$ cat src/rtl/pipe_reg_asg.sv
// pipe_reg_asg: elastic WIDTH x DEPTH pipeline register with per-stage valid
// bits, valid/ready backpressure, bubble collapse, synchronous flush and an
// occupancy count.
// Optional build macro ASG_PIPE_SCAN_EN adds a scan chain (SE/SI/SO) through
// every valid and data flip-flop.
module pipe_reg_asg #(
    parameter  int unsigned WIDTH = 8,
    parameter  int unsigned DEPTH = 4,
    localparam int unsigned CNTW  = $clog2(DEPTH + 1)
) (
    input  logic             CP,
    input  logic             RN,
    input  logic [WIDTH-1:0] D,
    input  logic             DV,
    output logic             DR,
    output logic [WIDTH-1:0] Q,
    output logic             QV,
    input  logic             QR,
    input  logic             FLUSH,
    output logic [CNTW-1:0]  CNT
`ifdef ASG_PIPE_SCAN_EN
    ,
    input  logic             SE,
    input  logic             SI,
    output logic             SO
`endif
);

    logic [DEPTH-1:0]            v_q;
    logic [DEPTH-1:0]            v_nxt;
    logic [DEPTH-1:0][WIDTH-1:0] d_q;
    logic [DEPTH-1:0][WIDTH-1:0] d_nxt;
    logic [CNTW-1:0]             cnt_q;
    logic [CNTW-1:0]             cnt_nxt;
    logic [DEPTH-1:0]            ld;

    // A stage can load when it is empty or when the stage ahead can take its content.
    always_comb begin
        ld = '0;
        ld[DEPTH-1] = ~v_q[DEPTH-1] | QR;
        for (int i = int'(DEPTH) - 2; i >= 0; i--) begin
            ld[i] = ~v_q[i] | ld[i+1];
        end
    end

    // Upstream ready: stage 0 can take a word and no flush (or scan shift) is pending.
    always_comb begin
        DR = ld[0] & ~FLUSH;
`ifdef ASG_PIPE_SCAN_EN
        if (SE) begin
            DR = 1'b0;
        end
`endif
    end

    // Next state: scan shift, flush, or per-stage advance with data gated on incoming valid.
    always_comb begin
        v_nxt   = v_q;
        d_nxt   = d_q;
        cnt_nxt = '0;
`ifdef ASG_PIPE_SCAN_EN
        if (SE) begin
            v_nxt[0] = SI;
            for (int i = 1; i < int'(DEPTH); i++) begin
                v_nxt[i] = d_q[i-1][WIDTH-1];
            end
            for (int i = 0; i < int'(DEPTH); i++) begin
                d_nxt[i][0] = v_q[i];
                for (int j = 1; j < int'(WIDTH); j++) begin
                    d_nxt[i][j] = d_q[i][j-1];
                end
            end
        end else
`endif
        begin
            if (FLUSH) begin
                v_nxt = '0;
            end else begin
                if (ld[0]) begin
                    v_nxt[0] = DV;
                    if (DV) begin
                        d_nxt[0] = D;
                    end
                end
                for (int i = 1; i < int'(DEPTH); i++) begin
                    if (ld[i]) begin
                        v_nxt[i] = v_q[i-1];
                        if (v_q[i-1]) begin
                            d_nxt[i] = d_q[i-1];
                        end
                    end
                end
            end
        end
        for (int i = 0; i < int'(DEPTH); i++) begin
            cnt_nxt = cnt_nxt + CNTW'(v_nxt[i]);
        end
    end

    // Stage registers and occupancy count.
    always_ff @(posedge CP or negedge RN) begin
        if (!RN) begin
            v_q   <= '0;
            d_q   <= '0;
            cnt_q <= '0;
        end else begin
            v_q   <= v_nxt;
            d_q   <= d_nxt;
            cnt_q <= cnt_nxt;
        end
    end

    assign Q   = d_q[DEPTH-1];
    assign QV  = v_q[DEPTH-1];
    assign CNT = cnt_q;
`ifdef ASG_PIPE_SCAN_EN
    assign SO  = d_q[DEPTH-1][WIDTH-1];
`endif

endmodule

$ cat config.mk
export PLATFORM = sky130hd
export DESIGN_NAME = pipe_reg_asg
export DESIGN_NICKNAME = d
export VERILOG_FILES = /design/src/rtl/pipe_reg_asg.sv
export SDC_FILE = /design/constraint.sdc
export NUM_CORES = 1
export LEC_CHECK = 0
export ABC_AREA = 1
export CAP_MARGIN = 30
export CORE_MARGIN = 10
export CORE_UTILIZATION = 30
export CTS_BUF_LIST = sky130_fd_sc_hd__clkbuf_8 sky130_fd_sc_hd__clkbuf_16
export DETAILED_ROUTE_END_ITERATION = 12
export PLACE_DENSITY = 0.47
export SETUP_SLACK_MARGIN = 0.3
export SYNTH_ARGS = -nofsm -noshare
export SYNTH_HDL_FRONTEND = slang
export SYNTH_SLANG_ARGS = --single-unit
export TNS_END_PERCENT = 100
$ cat constraint.sdc
create_clock -name CP -period 2.22 [get_ports CP]
set_input_delay 0.444 -clock CP [delete_from_list [all_inputs] [get_ports CP]]
set_output_delay 0.444 -clock CP [all_outputs]
set_load 0.005 [all_outputs]
==> reports/metrics.cfg, run 1 <==
[status]
outcome=complete, no violations

[finish]
layout-drive-gt1-share=0.208
multiInputGateArea_um2=551
syn_to_final_growth_pct=27.0
final_core_util=0.391
antenna_cells_inserted=0
combined_flip_flop_and_latch_cell_area_um2=976
nNetsFinal=219
fillCellCount=571

[worst_setup_path]
crit_path_end_kind=register
launching_instance_or_port_of_the_critical_path=QR
critical_path.endpoint=CNT[1]
ff2ff_path_depth=10
top_family_by_delay_on_critical_path=adder cells
cells_along_the_critical_path=clkdlybuf4s15_1, nor2_4, buf_6, nand3_4, a21oi_2, inv_1, fa_1, inv_1, ha_2, ha_4
r2r-start=v_q[3]
critical-path-top-cell-by-count=inv_1
slowest_delay_ps=510
timing_worst_setup_path_type=in2reg
r2r_setup_slack_ps=220
timing.critical_path.depth=10
worst-path-buf-inv=4
timing.critical_path.fanout_max=4
reg2reg_to=CNT[1]
crit_required_ps=2390
cp_slowest_cell=fa_1
timing.critical_path.arrival_ps=2180
startpoint_type=input pin

[die]
top_level_ports=26
fp.dieArea_um2=9020
chipHeight_um=95.0
core_rows=27
die_width_um=95.0
initial_utilization=0.308
design.core.area_um2=5470

[sta]
fmax_mhz=498
tightestPinTransition_ps=844
timing.clock.skew_ps=4.06
finalSetupViolations=0
slew_violations=0
unrepaired_setup_endpoints_after_global_routing=true
finalHoldViolCount=0
fin_worst_hold_slack_ps=264
worst_slew_margin_rel=0.437
final_min_period_over_clock_period=0.905
period_minus_slack_ps=2010

[flow_run]
maxCapViolations=0

[grt]
grt_antenna_before_repair=0
grt_pass1_vias=1161
grt_first_pass_wirelength_mm=5.46
gr-usage-all-layers=0.0771
grt_max_degree=40
grt-ovfl-total=0

[detailed_routing]
postRouteAntennaNets=0
finalWirelength_mm=3.14
route.vias.total=1125
drtPass1Iterations=4
drt_iter0_drc=46
drcViolationCount=0
vias_per_cell=4.11
post_drt_wl_per_cell_um=11.5

[clock_tree]
tritoncts=built
htree_levels=2
clk_transition_reported_paths_ps=70
clockBufferDepth=2
cts.sinks=39
cts_root_buf=clkbuf_8
numCtsBuffers=5
clock_latency_ps=280
cts.hold.buffers_added=0

[power_and_ir_drop]
vdd_drop_max_v=0.000269
power.density_nw_per_um2=759
power.static_leakage_nw=1.04

[synth]
yosys-top-cells-area=dfrtp_1 58%, nand2_1 8.0%, inv_1 5.3%, o21ai_0 3.9%, buf_4 3.6%
synth.yosys.warnings=0
synth_fp_nets=185
seq_total_area_yosys=0.579
syn_area_um2=1690
synth_top_cell_by_area=dfrtp_1
synth_top_cells_by_count=39 x dfrtp_1, 36 x nand2_1, 24 x inv_1, 13 x o21ai_0, 9 x a21oi_1
yosys_register_bits=39
synth.distinct_cells=24
synth_flop_cell=dfrtp_1
synth_edf_count=0
synth_largest_type_area_fraction=0.579
synth.most_common_cell=dfrtp_1
synthCells=169
synth_area_per_cell_um2=9.98
async_reset_ff_frac=1.00

[placement]
port-buffer-count=25
routability_cong=0.781
place.detailed.hpwl_mm=2.29

[worst_hold_path]
hold_path_class=in2async

==> cells by family (layout without fill, tap and decap cells) <==
group,count (synthesis),count (layout),share of synthesized area
and+or+nand+nor,64,64,0.201
DFF,39,39,0.579
buffers and inverters,38,71,0.115
AOI/OAI and AO/OA,25,25,0.0786
adders and majority gates,3,3,0.0267
==> how the worst min path moves through the flow <==
| stage | endpoint | slack (ps) | cells past startpoint |
|---|---|---|---|
| global route | CNT[1] | 340 | 1 |
| finish | v_q[0] | 260 | 1 |
| CTS | v_q[0] | 300 | 1 |
| floorplan | CNT[0] | 150 | 0 |
| global placement | Q[3] | 460 | 2 |
| detailed placement | d_q[8] | 470 | 2 |
==> per-stage QoR <==
step	total power, mW	setup slack [ps]	area [um^2]	setup TNS (ps)	std cells
4_1_cts	1.66	256	2130	0	272
3_5_place_dp	1.23	-327	2000	-819	261
2_1_floorplan	1.11	231	1700	0	169
3_3_place_gp	1.21	-250	2000	-585	261
6_report	1.63	212	2140	0	274
5_1_grt	1.75	151	2140	0	274
==> power breakdown <==
part	internal [mW]	leakage, nW	switching (mW)
Combinational	0.165	0.514	0.136
Sequential	0.841	0.486	0.0646
Clock	0.204	0.0413	0.215
Total	1.21	1.04	0.415
==> placed cells by master, fill, tap and decap left out, types with 2 or more instances in the layout <==
master           instances
dfrtp_1                 39
nand2_1                 36
inv_1                   22
clkdlybuf4s50_1         21
buf_4                   14
o21ai_0                 13
nand4_1                  8
a21oi_1                  7
nor2_1                   7
clkbuf_8                 5
inv_2                    4
a21oi_2                  4
nor2_2                   3
nand3_1                  3
nand3_4                  2
nand3_2                  2
dlygate4sd2_1            2
==> layout make-up <==
class | instances | area share
clock inverter | 1 | 0.00175
inverter | 25 | 0.0438
sequential | 39 | 0.456
timing repair buffer | 40 | 0.168
clock buffer | 5 | 0.0321
multi-input combinational | 92 | 0.257
tap | 72 | 0.0421
==> sequential cells by signal, indices dropped and copies added, names as in the netlist <==
name,count
d_q,24
Q,8
CNT,3
v_q,4
==> layer usage <==
| layer | GRT usage | routed length (um) | vias to the layer above |
|---|---|---|---|
| li1 | - | - | 587 |
| met1 | 0.0934 | 1450 | 509 |
| met2 | 0.118 | 1430 | 24 |
| met3 | 0.0285 | 194 | 5 |
| met4 | 0.0374 | 59 | 0 |
| met5 | 0 | 0 | - |
==> what timing repair did <==
item | 4_1_cts | 5_1_grt
resized for setup | 9 | 0
endpoints found under the setup margin | 4 | 4
pin swaps | 2 | 0
hold endpoints to repair | 0 | 0
buffers inserted | 5 | 2
No activity file was read; power rests on OpenSTA's default activity.
==> run 2: changes to the inputs <==
--- a/config.mk
+++ b/config.mk
@@ -11,6 +11,7 @@
 export CORE_UTILIZATION = 30
 export CTS_BUF_LIST = sky130_fd_sc_hd__clkbuf_8 sky130_fd_sc_hd__clkbuf_16
 export DETAILED_ROUTE_END_ITERATION = 12
+export HOLD_SLACK_MARGIN = 0.06
 export PLACE_DENSITY = 0.47
 export SETUP_SLACK_MARGIN = 0.3
 export SYNTH_ARGS = -nofsm -noshare
==> results of run 2 <==
Same layout as run 1: the final DEF is identical, and so are final timing and power.
